--- src/rtl/sdram_host_arbiter.sv ---
// Round-robin arbiter sharing one SDRAM controller host port among NUM_REQ clients.
// Optional build macro SDRAM_ARB_PRIO0_EN gives requester 0 absolute priority.
module sdram_host_arbiter #(
    parameter int NUM_REQ     = 3,
    parameter int TIMEOUT_CYC = 1024
) (
    input  logic                  clk,
    input  logic                  reset,
    input  logic [NUM_REQ-1:0]    rq_req,
    input  logic [NUM_REQ*25-1:0] rq_addr,
    input  logic [NUM_REQ*16-1:0] rq_wdata,
    input  logic [NUM_REQ-1:0]    rq_wr_en,
    input  logic [NUM_REQ*2-1:0]  rq_bytesel,
    output logic [NUM_REQ-1:0]    rq_gnt,
    output logic [NUM_REQ-1:0]    rq_done,
    output logic [15:0]           rq_rdata,
    output logic [25:1]           h_addr,
    output logic [15:0]           h_wdata,
    output logic                  h_wr_en,
    output logic [1:0]            h_bytesel,
    output logic                  h_access,
    input  logic [15:0]           h_rdata,
    input  logic                  h_compl,
    input  logic                  h_config_done,
    output logic                  err_timeout,
    output logic [1:0]            dbg_state
);

    // Handshake: a requester holds rq_req and its fields until rq_gnt pulses;
    // exactly one rq_done pulse follows each grant, with rq_rdata valid alongside it.

    if (NUM_REQ < 2 || NUM_REQ > 8) begin : g_num_req_check
        $error("sdram_host_arbiter: NUM_REQ must be in 2..8");
    end

    localparam int IW = (NUM_REQ > 1) ? $clog2(NUM_REQ) : 1;
    localparam int CW = (TIMEOUT_CYC > 0) ? $clog2(TIMEOUT_CYC + 1) : 1;

    typedef enum logic [1:0] {
        S_WAIT_CFG = 2'd0,
        S_IDLE     = 2'd1,
        S_BUSY     = 2'd2,
        S_DONE     = 2'd3
    } state_t;

    state_t          state_q;
    state_t          state_d;
    logic [IW-1:0]   last_q;
    logic [IW-1:0]   owner_q;
    logic [CW-1:0]   wd_cnt;

    logic            win_valid;
    logic [IW-1:0]   win_idx;
    logic            prio_hit;
    logic [IW:0]     cand;
    logic [NUM_REQ-1:0] win_onehot;
    logic [NUM_REQ-1:0] own_onehot;
    logic [24:0]     sel_addr;
    logic [15:0]     sel_wdata;
    logic            sel_wr_en;
    logic [1:0]      sel_bytesel;
    logic            grant_fire;
    logic            compl_fire;

    // Scan last+1, last+2, ... with wrap; the first requesting slot wins.
    always_comb begin
        win_valid = 1'b0;
        win_idx   = '0;
        prio_hit  = 1'b0;
        cand      = '0;
        for (int k = 1; k <= NUM_REQ; k++) begin
            cand = {1'b0, last_q} + (IW+1)'(k);
            if (cand >= (IW+1)'(NUM_REQ)) begin
                cand = cand - (IW+1)'(NUM_REQ);
            end
            for (int j = 0; j < NUM_REQ; j++) begin
                if (!win_valid && cand == (IW+1)'(j) && rq_req[j]) begin
                    win_valid = 1'b1;
                    win_idx   = IW'(j);
                end
            end
        end
`ifdef SDRAM_ARB_PRIO0_EN
        if (rq_req[0]) begin
            win_valid = 1'b1;
            win_idx   = '0;
            prio_hit  = 1'b1;
        end
`endif
    end

    always_comb begin
        sel_addr    = '0;
        sel_wdata   = '0;
        sel_wr_en   = 1'b0;
        sel_bytesel = '0;
        win_onehot  = '0;
        own_onehot  = '0;
        for (int j = 0; j < NUM_REQ; j++) begin
            if (win_idx == IW'(j)) begin
                sel_addr      = rq_addr[j*25 +: 25];
                sel_wdata     = rq_wdata[j*16 +: 16];
                sel_wr_en     = rq_wr_en[j];
                sel_bytesel   = rq_bytesel[j*2 +: 2];
                win_onehot[j] = 1'b1;
            end
            if (owner_q == IW'(j)) begin
                own_onehot[j] = 1'b1;
            end
        end
    end

    always_comb begin
        state_d    = state_q;
        grant_fire = 1'b0;
        compl_fire = 1'b0;
        case (state_q)
            S_WAIT_CFG: begin
                if (h_config_done) begin
                    state_d = S_IDLE;
                end
            end
            S_IDLE: begin
                if (win_valid) begin
                    grant_fire = 1'b1;
                    state_d    = S_BUSY;
                end
            end
            S_BUSY: begin
                if (h_compl) begin
                    compl_fire = 1'b1;
                    state_d    = S_DONE;
                end
            end
            S_DONE: begin
                state_d = S_IDLE;
            end
            default: begin
                state_d = S_WAIT_CFG;
            end
        endcase
    end

    always_ff @(posedge clk or posedge reset) begin
        if (reset) begin
            state_q <= S_WAIT_CFG;
        end else begin
            state_q <= state_d;
        end
    end

    assign dbg_state = state_q;

    always_ff @(posedge clk or posedge reset) begin
        if (reset) begin
            rq_gnt      <= '0;
            rq_done     <= '0;
            rq_rdata    <= '0;
            h_addr      <= '0;
            h_wdata     <= '0;
            h_wr_en     <= 1'b0;
            h_bytesel   <= '0;
            h_access    <= 1'b0;
            last_q      <= IW'(NUM_REQ - 1);
            owner_q     <= '0;
        end else begin
            rq_gnt  <= '0;
            rq_done <= '0;
            if (grant_fire) begin
                h_addr    <= sel_addr;
                h_wdata   <= sel_wdata;
                h_wr_en   <= sel_wr_en;
                h_bytesel <= sel_bytesel;
                h_access  <= 1'b1;
                rq_gnt    <= win_onehot;
                owner_q   <= win_idx;
                // A priority grant to requester 0 leaves the rotation untouched.
                if (!prio_hit) begin
                    last_q <= win_idx;
                end
            end
            if (compl_fire) begin
                h_access <= 1'b0;
                rq_rdata <= h_rdata;
                rq_done  <= own_onehot;
            end
        end
    end

    // Watchdog counts BUSY cycles and saturates at the limit; the flag is sticky.
    always_ff @(posedge clk or posedge reset) begin
        if (reset) begin
            wd_cnt      <= '0;
            err_timeout <= 1'b0;
        end else if (grant_fire) begin
            wd_cnt <= '0;
        end else if (state_q == S_BUSY && TIMEOUT_CYC > 0 && wd_cnt != CW'(TIMEOUT_CYC)) begin
            wd_cnt <= wd_cnt + 1'b1;
            if (wd_cnt + 1'b1 == CW'(TIMEOUT_CYC)) begin
                err_timeout <= 1'b1;
            end
        end
    end

endmodule
--- config.mk ---
export PLATFORM = sky130hd
export DESIGN_NAME = sdram_host_arbiter
export DESIGN_NICKNAME = d
export VERILOG_FILES = /design/src/rtl/sdram_host_arbiter.sv
export SDC_FILE = /design/constraint.sdc
export NUM_CORES = 1
export LEC_CHECK = 0
export BUFFER_PORTS_ARGS = -buffer_cell sky130_fd_sc_hd__buf_2
export CAP_MARGIN = 20
export CORE_MARGIN = 5
export CORE_UTILIZATION = 35
export DETAILED_ROUTE_END_ITERATION = 10
export MAX_ROUTING_LAYER = met4
export SETUP_SLACK_MARGIN = 0.15
export SLEW_MARGIN = 20
export SYNTH_ARGS = -nofsm -noshare
export SYNTH_HDL_FRONTEND = slang
export SYNTH_SLANG_ARGS = --single-unit
--- constraint.sdc ---
create_clock -name clk -period 3.5 [get_ports clk]
set_input_delay 0.525 -clock clk [delete_from_list [all_inputs] [get_ports clk]]
set_output_delay 0.525 -clock clk [all_outputs]
set_load 0.1 [all_outputs]
==> out/metrics.cfg <==
[die]
num_rows = 41
start_util_pct = 35.4
dieArea_um2 = 15000
core_area_um2 = 12500
ioPinCount = 225
fp.dieW_um = 123
die_y_um = 123

[worst_setup_path]
crit_path_start = last_q[1]
rrSetupSlack_ns = 0.83
worst_ep_required_time_ns = 3.70
start_kind = flop
cp-end-kind = flop
worstPathArrival_ns = 2.87
worstPathMaxFanout = 50
crit_family = simple AND/OR/NAND/NOR gates
critPathBufInv = 2
critical-path-slowest-cell = dfstp_2
path_cells = inv_1, ha_1, nor3b_1, o32ai_1, nand2_2, buf_12, nand2_1, o21ai_0
r2r-start = last_q[1]
path_class = reg2reg
slowest_delay_ns = 0.54

[yosys]
synth_xor_area_share_pct = 1.98
yosysMostFrequentCell = dfrtp_1
synth_enable_flop_cells = 0
muxShareOfSynthArea_pct = 24.9
syn-cell-area_um2 = 4430
yosys_warnings = 0
synth.avg_cell_area_um2 = 10.8
yosys.area.top_type = dfrtp_1
synthTopCellsByArea = dfrtp_1, mux2i_1, mux2_2, mux2_1, nand2_1
syn-num-nets = 575
synth_compound_area_share_pct = 9.03
synth_top_family_by_area = multiplexers
async_flop_share_pct = 100
synthAdderAreaFrac_pct = 2.54
ys_seq_elements = 84
synth-simple-area-share_pct = 10.1
yosysUniqueCellTypes = 40
syn_inst = 411
seq_area_frac_synth_pct = 47.5
ys.flop_type = dfrtp_1
synthTopCellsByCount = dfrtp_1, nand2_1, mux2i_1
synth_top_cell_area_share_pct = 46.9

[clocking]
insertion_delay_ns = 0.34
cts_root_buffer = clkbuf_16
htreeDepth = 3
cts_tree = built
clkTransAtPathRegs_ns = 0.06
post_cts_resized = 0
cts_buffer_depth = 2
post_cts_buffers = 0
hold_buffers = 0
tritoncts_num_sinks = 84
numCtsBuffers = 9

[timing]
period_share_pct = 76.2
finClkSkew_ns = 0.00973
setup_tns_ns = 0
worst_hold_slack_ns = 0.327
hold_violations = 0
slew-limit-headroom_pct = 44.3
setup_viol = 0
drv_slew = 0
tightest_slew_ns = 0.834
finalCriticalPeriod_ns = 2.67
fmax_ghz = 0.375
rsz0062_at_grt = no

[grt]
grt_pass1_vias = 3938
grt_overflow = 0
grt_max_degree = 51
grtUsageTotal_pct = 16.0
grt_pass1_wl_um = 18600
antenna_found_initial = 0

[routing]
finalWirelength_um = 11600
first_pass_iters = 4
via_count = 3813
drc_errors = 0
dr.first_iter.drc_count = 120
drtAntennaViolNets = 0
wl_per_cell_um = 14.4
vias_per_cell = 4.74

[placement]
place_congestion = 0.834
io_buffers = 224
dp_hpwl_um = 9180

[outcome]
status = finished, final reports clean

[layout]
diodes = 0
fillers = 1237
finalNetCount = 792
drive_gt1_share_pct = 44.7
syn_to_final_growth_pct = 35.5

[run]
drv_cap = 0

[min_path]
worst_hold_path_type = in2async

-- kinds of logic after synthesis --
kind of cell / count (synthesis)
simple gates: 100
flops: 84
mux: 103
compound gates: 69
fa+ha+maj: 9
buf+inv: 36
xor+xnor: 10
-- per-stage QoR --
stage	setup slack [ns]	cell area (µm²)	util [%]	cells
floorplan	0.812	4430	-	411
global placement	1.00	5720	45.7	789
detailed placement	0.847	5720	45.7	789
CTS	0.842	6000	48.0	805
global route	0.559	6000	48.0	805
finish	0.832	6000	48.0	805
-- worst paths after layout --
path                       cells past startpoint            to
setup / recovery                               8   h_wdata[11]
hold / removal                                 2   rq_rdata[8]
setup reg to reg                               8   h_wdata[11]
hold reg to reg                                2    h_wdata[7]
max in group asynchronous                      3     h_addr[6]
min in group clk                               2  rq_rdata[14]
-- cells in the final DEF (no fill, tap or decap), types with 3 or more instances in the layout --
cell / n
clkbuf_16: 9
mux2_2: 33
clkbuf_1: 3
o21ai_0: 21
xnor2_1: 4
nand2_1: 53
a21oi_1: 5
nor3b_1: 3
and3_1: 4
xor2_1: 6
mux2_1: 26
mux2i_1: 44
and4_1: 3
inv_1: 10
o21ai_1: 26
dfrtp_1: 83
ha_1: 9
nand4_1: 4
nor2_1: 20
a21o_1: 4
buf_4: 5
nand3_1: 4
buf_2: 224
-- layout make-up --
| type | instances | area, µm² | area share, % |
|---|---|---|---|
| clock inverters | 4 | 50.0 | 0.834 |
| well taps | 172 | 215 | 3.58 |
| inverters | 11 | 42.5 | 0.708 |
| multi-input cells | 291 | 2160 | 35.9 |
| clock buffers | 12 | 236 | 3.94 |
| flip-flops and latches | 84 | 2100 | 35.0 |
| repair buffers | 231 | 1200 | 20.0 |
-- flip-flops by register name, summed over array words and instances (netlist names), 2 cells and up --
| name | count |
|---|---|
| h_addr | 25 |
| h_wdata | 16 |
| rq_rdata | 16 |
| wd_cnt | 11 |
| rq_done | 3 |
| rq_gnt | 3 |
| dbg_state | 2 |
| h_bytesel | 2 |
| last_q | 2 |
-- routing by layer --
layer	up-vias	GRT usage, %	wire length (µm)	part of all wire, %
li1	1878	-	-	-
met2	153	25.9	5760	50
met5	-	-	0	0
met1	1769	19.7	4880	42
met3	13	3.92	802	6.9
met4	0	4.97	175	1.5
Power is not shown: default switching activity piles up to over one toggle a cycle in this logic, so the estimate is an artifact.
